===== src/rtl/core_pkg.sv =====
// Shared core definitions: datapath width, reset vector and the fetch entry record.
package core_pkg;

    // Address and instruction width of the core
    localparam int unsigned XLEN = 32;

    // First fetch address after reset
    localparam logic [XLEN-1:0] RESET_PC = 32'h0000_0000;

    // One prefetched instruction together with the address it was fetched from
    typedef struct packed {
        logic [XLEN-1:0] pc;
        logic [XLEN-1:0] instr;
    } fetch_entry_t;

endpackage


===== src/rtl/prefetch_fifo.sv =====
// Small synchronous FIFO with registered pointers and occupancy count.
// A push while full is accepted only if a pop happens in the same cycle.
// flush empties the FIFO and takes priority over push and pop.
module prefetch_fifo #(
    parameter int unsigned DEPTH = 4,
    parameter int unsigned WIDTH = 64
) (
    input  logic                     clk,
    input  logic                     rstn,
    input  logic                     flush,
    input  logic                     push,
    input  logic [WIDTH-1:0]         wdata,
    input  logic                     pop,
    output logic [WIDTH-1:0]         rdata,
    output logic                     empty,
    output logic                     full,
    output logic [$clog2(DEPTH):0]   count
);

    localparam int unsigned PTR_W = $clog2(DEPTH);
    localparam int unsigned CNT_W = PTR_W + 1;
    localparam logic [CNT_W-1:0] DEPTH_C = CNT_W'(DEPTH);

    logic [WIDTH-1:0] mem [DEPTH];
    logic [PTR_W-1:0] wptr_q, wptr_d;
    logic [PTR_W-1:0] rptr_q, rptr_d;
    logic [CNT_W-1:0] count_q, count_d;
    logic             do_push;
    logic             do_pop;

    // Status flags and the effective push/pop after full/empty qualification
    always_comb begin
        empty   = (count_q == '0);
        full    = (count_q == DEPTH_C);
        count   = count_q;
        rdata   = mem[rptr_q];
        do_pop  = pop && !empty;
        do_push = push && (!full || pop);
    end

    // Pointer and count next state; DEPTH is a power of two so pointers wrap naturally
    always_comb begin
        wptr_d  = wptr_q;
        rptr_d  = rptr_q;
        count_d = count_q;
        if (flush) begin
            wptr_d  = '0;
            rptr_d  = '0;
            count_d = '0;
        end else begin
            if (do_push) begin
                wptr_d = wptr_q + PTR_W'(1);
            end
            if (do_pop) begin
                rptr_d = rptr_q + PTR_W'(1);
            end
            count_d = count_q + CNT_W'(do_push) - CNT_W'(do_pop);
        end
    end

    // Pointer and count registers
    always_ff @(posedge clk or negedge rstn) begin
        if (!rstn) begin
            wptr_q  <= '0;
            rptr_q  <= '0;
            count_q <= '0;
        end else begin
            wptr_q  <= wptr_d;
            rptr_q  <= rptr_d;
            count_q <= count_d;
        end
    end

    // Storage array; contents are don't-care until written, so no reset
    always_ff @(posedge clk) begin
        if (do_push && !flush) begin
            mem[wptr_q] <= wdata;
        end
    end

endmodule


===== src/rtl/if_prefetch_queue.sv =====
// Instruction-fetch prefetch queue. Issues word fetches ahead of decode, tracking
// in-flight requests with credits so that every response always has a free slot.
// A redirect flushes the queue, restarts fetch at the target and discards the
// responses of requests already in flight. XLEN must match core_pkg::XLEN because
// queue entries use core_pkg::fetch_entry_t.
module if_prefetch_queue #(
    parameter int unsigned     XLEN     = core_pkg::XLEN,
    parameter int unsigned     DEPTH    = 4,
    parameter logic [XLEN-1:0] RESET_PC = core_pkg::RESET_PC
) (
    input  logic            clk,
    input  logic            rstn,
    // Instruction memory request channel
    output logic            o_imem_req_valid,
    input  logic            i_imem_req_ready,
    output logic [XLEN-1:0] o_imem_req_addr,
    // Instruction memory response channel (in order, latency >= 1)
    input  logic            i_imem_rsp_valid,
    input  logic [XLEN-1:0] i_imem_rsp_data,
    // Taken branch / jump from EX
    input  logic            i_redirect_valid,
    input  logic [XLEN-1:0] i_redirect_pc,
    // Head of queue towards IF-ID
    output logic            o_instr_valid,
    output logic [XLEN-1:0] o_instr,
    output logic [XLEN-1:0] o_instr_pc,
    input  logic            i_instr_ready,
    output logic            o_empty
);

    import core_pkg::*;

    localparam int unsigned CNT_W = $clog2(DEPTH) + 1;
    localparam logic [CNT_W:0] CREDITS = (CNT_W + 1)'(DEPTH);

    logic [XLEN-1:0]  fetch_pc_q, fetch_pc_d;
    logic [CNT_W-1:0] outst_q, outst_d;
    logic [CNT_W-1:0] drop_q, drop_d;

    logic [CNT_W:0]   credit_used;
    logic             credit_ok;
    logic             req_fire;
    logic             rsp_drop;
    logic             rsp_keep;

    fetch_entry_t     entry_wdata;
    fetch_entry_t     entry_rdata;
    logic             entry_push;
    logic             entry_pop;
    logic             entry_empty;
    logic             entry_full;
    logic [CNT_W-1:0] occ;

    logic [XLEN-1:0]  pc_rdata;
    logic             pc_empty;
    logic             pc_full;
    logic [CNT_W-1:0] pc_count;

    // Request issue: queued plus in-flight never exceeds DEPTH, so a response always fits.
    // Gating with rstn keeps the request low while reset is held.
    always_comb begin
        credit_used      = {1'b0, occ} + {1'b0, outst_q};
        credit_ok        = (credit_used < CREDITS);
        o_imem_req_valid = rstn && credit_ok && !i_redirect_valid;
        o_imem_req_addr  = fetch_pc_q;
        req_fire         = o_imem_req_valid && i_imem_req_ready;
    end

    // Response routing and queue handshake towards IF-ID
    always_comb begin
        // Responses belonging to pre-redirect requests, or arriving with a redirect, are dropped
        rsp_drop          = i_imem_rsp_valid && (i_redirect_valid || (drop_q != '0));
        rsp_keep          = i_imem_rsp_valid && !rsp_drop;
        entry_push        = rsp_keep;
        entry_wdata.pc    = pc_rdata;
        entry_wdata.instr = i_imem_rsp_data;
        o_instr_valid     = !entry_empty && !i_redirect_valid;
        entry_pop         = o_instr_valid && i_instr_ready;
        o_instr           = entry_rdata.instr;
        o_instr_pc        = entry_rdata.pc;
        o_empty           = entry_empty;
    end

    // Fetch PC, in-flight and drop counter next state
    always_comb begin
        fetch_pc_d = fetch_pc_q;
        drop_d     = drop_q;
        outst_d    = outst_q + CNT_W'(req_fire) - CNT_W'(i_imem_rsp_valid);
        if (req_fire) begin
            fetch_pc_d = fetch_pc_q + XLEN'(4);
        end
        if (i_redirect_valid) begin
            fetch_pc_d = {i_redirect_pc[XLEN-1:2], 2'b00};
            // Everything still in flight after this cycle's response belongs to the old path
            drop_d     = outst_q - CNT_W'(i_imem_rsp_valid);
        end else if (rsp_drop) begin
            drop_d = drop_q - CNT_W'(1);
        end
    end

    // Fetch control registers
    always_ff @(posedge clk or negedge rstn) begin
        if (!rstn) begin
            fetch_pc_q <= RESET_PC;
            outst_q    <= '0;
            drop_q     <= '0;
        end else begin
            fetch_pc_q <= fetch_pc_d;
            outst_q    <= outst_d;
            drop_q     <= drop_d;
        end
    end

    // Fetched instructions waiting for decode
    prefetch_fifo #(
        .DEPTH (DEPTH),
        .WIDTH ($bits(fetch_entry_t))
    ) u_entry_fifo (
        .clk   (clk),
        .rstn  (rstn),
        .flush (i_redirect_valid),
        .push  (entry_push),
        .wdata (entry_wdata),
        .pop   (entry_pop),
        .rdata (entry_rdata),
        .empty (entry_empty),
        .full  (entry_full),
        .count (occ)
    );

    // Address of each in-flight request; popped by every response, dropped or kept,
    // so its head always pairs with the next returning instruction
    prefetch_fifo #(
        .DEPTH (DEPTH),
        .WIDTH (XLEN)
    ) u_pc_fifo (
        .clk   (clk),
        .rstn  (rstn),
        .flush (1'b0),
        .push  (req_fire),
        .wdata (fetch_pc_q),
        .pop   (i_imem_rsp_valid),
        .rdata (pc_rdata),
        .empty (pc_empty),
        .full  (pc_full),
        .count (pc_count)
    );

    a_no_overflow: assert property (@(posedge clk) disable iff (!rstn)
        !(entry_push && entry_full && !entry_pop));

    a_no_stray_rsp: assert property (@(posedge clk) disable iff (!rstn)
        !(i_imem_rsp_valid && pc_empty));

    a_pc_fifo_room: assert property (@(posedge clk) disable iff (!rstn)
        !(req_fire && pc_full));

    a_pc_tracks_outst: assert property (@(posedge clk) disable iff (!rstn)
        (pc_count == outst_q) && (drop_q <= outst_q));

endmodule


===== config.mk =====
export PLATFORM = sky130hd
export DESIGN_NAME = if_prefetch_queue
export DESIGN_NICKNAME = d
export VERILOG_FILES = /design/src/rtl/core_pkg.sv /design/src/rtl/prefetch_fifo.sv /design/src/rtl/if_prefetch_queue.sv
export SDC_FILE = /design/constraint.sdc
export NUM_CORES = 1
export LEC_CHECK = 0
export ABC_AREA = 1
export CORE_ASPECT_RATIO = 0.5
export CORE_MARGIN = 4
export CORE_UTILIZATION = 57
export CTS_CLUSTER_SIZE = 24
export DETAILED_ROUTE_END_ITERATION = 7
export GPL_ROUTABILITY_DRIVEN = 0
export PLACE_DENSITY = 0.87
export SYNTH_ARGS = -nofsm -noshare
export SYNTH_HDL_FRONTEND = slang
export SYNTH_SLANG_ARGS = --single-unit

===== constraint.sdc =====
create_clock -name clk -period 5.6 [get_ports clk]
set_input_delay 1.12 -clock clk [delete_from_list [all_inputs] [get_ports clk]]
set_output_delay 1.12 -clock clk [all_outputs]
set_load 0.02 [all_outputs]

==> results_tabular.tex <==
\begin{tabular}{lr}
\hline
Metric & Value \\
\hline
\multicolumn{2}{l}{\textbf{STA}} \\
Setup repair after global routing missed its margin & no \\
Summed negative setup slack over all endpoints & 0 ns \\
Total count of hold-check failures in the final report & 0 \\
Worst-Margin Slew & approximately 1.1 ns \\
F\_max & roughly 220 MHz \\
Setup violations, final & 0 \\
Part of the cycle the worst path needs & between 80 and 90\% \\
Min Tclk post-route & approximately 4.6 ns \\
Number of slew-limit violations in the final report & 0 \\
Fin Clk Skew & 0.02086 ns \\
Normalized max-slew margin & between 20\% and 30\% \\
\multicolumn{2}{l}{\textbf{Pwr}} \\
Sequential share of power & 44.6\% \\
Power share of the clock group & a little over a quarter \\
Design internal power & 0.006152 W \\
Combinational cell fraction of total power & approximately 28\% \\
Switching Power & approximately 0.003 W \\
Power Dens Cells & roughly 450 nW/um\^{}2 \\
Standby leakage power & about 7.3 nW \\
Share of total power consumed by net switching & roughly a third \\
Worst VDD drop & 0.0002434 V \\
\multicolumn{2}{l}{\textbf{CTS}} \\
Clock slew seen by the registers of the worst setup and hold paths & $\sim$0.070 ns \\
Hold buffer count at CTS & 0 \\
Number of buffers created by CTS & 37 \\
Count of cells resized by post-cts repair & 0 \\
TritonCTS clock tree & built \\
Root Buffer & sky130\_fd\_sc\_hd\_\_clkbuf\_16 \\
H-tree depth & 2 \\
Largest buffer count on any clock path & 3 \\
Total number of clock tree sinks & 418 \\
Clock insertion delay at the later pin of the skew report & around 0.52 ns \\
Post-CTS Setup Bufs & 0 \\
\multicolumn{2}{l}{\textbf{Layout}} \\
Fillers & 1900 \\
Number of nets in the finished design & approximately 1.7k \\
Share of final-layout standard cells stronger than drive strength 1 & 5.725\% \\
Leading cell type in the layout, fill and taps excluded & sky130\_fd\_sc\_hd\_\_edfxtp\_1 \\
Count of antenna diodes in the layout & 0 \\
Signed area change from the synthesized netlist to the final layout & 18.42\% \\
Final Non-Filler Cells & 1998 \\
Sequential cell area & between 10000 and 15000 sq um \\
Combined area of the multi-input logic cells & 4249 sq um \\
Commonest cells after routing, fill and taps aside & sky130\_fd\_sc\_hd\_\_edfxtp\_1 (368), sky130\_fd\_sc\_hd\_\_nor2\_1 (235), sky130\_fd\_sc\_hd\_\_nand2\_1 (198) \\
\multicolumn{2}{l}{\textbf{Min path}} \\
Hold crit path type & reg -> reg \\
Worst hold path startpoint & outst\_q[0] \\
\multicolumn{2}{l}{\textbf{Routing}} \\
Drt first-iter violations & around 1.4k \\
Antenna Violating Nets Remaining & 0 \\
DRC violations left & 0 \\
Detailed-route via count & between 10k and 15k \\
Total iterations of the first detailed-routing run & 6 \\
Average wire length per cell after detail routing & 19.97 um \\
Wirelength, routed & 39910 um \\
Via density per instance & $\sim$5.9 \\
\multicolumn{2}{l}{\textbf{Placed design}} \\
Number of port buffers & approximately 160 \\
Placed Instances & 1934 \\
HPWL after detailed placement & between 20000 and 25000 um \\
\multicolumn{2}{l}{\textbf{Critical path}} \\
Type of the worst setup path & reg -> out \\
Type of element launching the critical path & register \\
Peak fanout along the critical path & 66 \\
Launch instance of the worst register-to-register path & u\_entry\_fifo.count[2] \\
Critical Path End Type & primary output \\
R2R Setup Slk & around 2.4 ns \\
Start point of the critical path & u\_entry\_fifo.rptr\_q[0] \\
Required time at the endpoint of the critical path & 4.48 ns \\
Critical path data arrival time & between 3 and 4 ns \\
\multicolumn{2}{l}{\textbf{Floorplanning}} \\
Count of standard-cell rows & 44 \\
Vertical die dimension & 130.6 um \\
IO Pins & $\sim$170 \\
Full die area & between 30000 and 40000 sq um \\
Initial Util & between 50\% and 60\% \\
Die Wd & $\sim$250 um \\
Std-Cell Core Area & around 29000 sq um \\
\multicolumn{2}{l}{\textbf{Global routing}} \\
Maximum number of pins on one net before global-route repair & just under 80 \\
Wire length of the first global-routing pass & slightly above 60000 um \\
Vias in the first global route & between 10k and 15k \\
Initial antenna violation count & 0 \\
Global routing usage summed across all routing layers & about a quarter \\
Total overflow reported by the global router & 0 \\
\multicolumn{2}{l}{\textbf{Logic synthesis}} \\
Netlist area before placement & between 15000 and 20000 sq um \\
Flip-flop and latch count after synthesis & 418 \\
Sequential area share after synthesis & a little under three quarters \\
Warnings, synthesis & 0 \\
Mean instance size in the synthesized netlist & about 12 sq um \\
Post-Synthesis Cells & 1435 \\
Multiplexer area fraction after synthesis & less than 1\% \\
Fraction of the mapped netlist area in simple logic gates & between 10 and 15\% \\
Post-synthesis share of cell area spent on xor and xnor gates & less than 1\% \\
Post-synthesis compound-gate area fraction & under 10\% \\
Synth Area in Adders & under 10\% \\
Count of cell types in the netlist & 34 \\
Combinational family with the most area after synthesis & simple AND/OR/NAND/NOR gates \\
\multicolumn{2}{l}{\textbf{Status}} \\
Outcome & finished clean \\
\multicolumn{2}{l}{\textbf{Flow run}} \\
Max Cap Viol & 0 \\
\hline
\end{tabular}
==> area by class of cell <==
cell class	count	share of cell area [%]
sequential	418	60.61
multi-input combinational	861	20.93
timing repair buffer	179	8.713
clock buffer	48	4.973
tap	391	2.409
inverter	85	1.602
clock inverter	16	0.7641
==> kinds of logic after synthesis <==
| group | Yosys count |
|---|---|
| compound gates | 297 |
| xor+xnor | 17 |
| fa+ha+maj | 24 |
| buf+inv | 159 |
| flops | 418 |
| mux | 1 |
| other cells | 1 |
| simple gates | 518 |
==> flip-flops by register name (all words and copies together) (netlist names) <==
register	cells
u_entry_fifo.rptr_q	2
drop_q	3
o_imem_req_addr	30
u_entry_fifo.wptr_q	2
u_pc_fifo.rptr_q	2
u_entry_fifo.count	3
u_pc_fifo.mem	120
u_pc_fifo.count	3
u_entry_fifo.mem	248
outst_q	3
u_pc_fifo.wptr_q	2
==> stage by stage <==
step / worst slack, ns / cell area (sq um) / hold slack, ns / util [%] / power [W]
finish: 0.9566 / 20300 / 0.5512 / 69.33 / 0.009175
global route: 0.7135 / 20300 / 0.5965 / 69.33 / 0.009575
floorplan: 0.8711 / 17160 / 0.4999 / - / 0.005588
detailed placement: 1.414 / 19140 / 0.5421 / 65.35 / 0.006682
global placement: 1.487 / 19140 / 0.5368 / 65.35 / 0.006562
CTS: 0.9694 / 20300 / 0.5603 / 69.33 / 0.009177
==> power by group through the flow <==
| stage | sequential [W] | combinational (W) | clock [W] |
|---|---|---|---|
| 2_1_floorplan | 0.00406 | 0.00153 | 0 |
| 3_3_place_gp | 0.00413 | 0.00243 | 0 |
| 3_5_place_dp | 0.00415 | 0.00254 | 0 |
| 4_1_cts | 0.00409 | 0.00259 | 0.00251 |
| 5_1_grt | 0.00412 | 0.00281 | 0.00265 |
| 6_report | 0.00409 | 0.00260 | 0.00248 |
==> worst max-delay path: stages, from the launching register on <==
cell	delay (ns)
sky130_fd_sc_hd__dfrtp_4	0.75
sky130_fd_sc_hd__clkinv_2	0.82
sky130_fd_sc_hd__buf_12	0.48
sky130_fd_sc_hd__o21ai_0	0.23
sky130_fd_sc_hd__o22ai_1	0.11
sky130_fd_sc_hd__clkdlybuf4s50_1	0.55
==> synth_stat cells (all sizes together) <==
| library cell | count | area [sq um] |
|---|---|---|
| fa | 3 | 60.06 |
| mux2i | 1 | 10.01 |
| nand3 | 63 | 315.3 |
| o21bai | 4 | 30.03 |
| ha | 21 | 262.8 |
| conb | 1 | 3.750 |
| inv | 85 | 324.1 |
| xor2 | 9 | 78.83 |
| nand4 | 1 | 6.260 |
| nand2 | 201 | 767.0 |
| a21oi | 2 | 10.01 |
| o22ai | 92 | 575.6 |
| o21ai | 196 | 980.9 |
| clkbuf | 53 | 198.9 |
| nor3 | 2 | 10.01 |
| nand3b | 2 | 27.53 |
| dfrtp | 50 | 1251 |
| o31ai | 1 | 7.510 |
| xnor2 | 8 | 70.07 |
| edfxtp | 368 | 11050 |
| buf | 21 | 123.9 |
| nor2 | 249 | 969.7 |
| a31oi | 2 | 12.51 |
==> final timing paths <==
kind	end	depth (start not counted)
min in group asynchronous	outst_q[0]	2
max in group asynchronous	u_entry_fifo.rptr_q[0]	2
worst min-delay path	outst_q[0]	1
worst max register to register	u_pc_fifo.mem[3][16]	9
worst min register to register	outst_q[0]	1
worst max-delay path	o_instr_pc[14]	5
==> routing by layer <==
layer	vias to the layer above	part of all wire [%]	GRT usage (%)	routed length [um]
met3	105	8.6	3.778	3451
met4	0	3.0	7.937	1189
met1	5650	38	31.23	15150
met5	-	0	0	0
li1	5344	-	-	-
met2	613	50	41.84	20120
(Power assumes the default switching activity.)
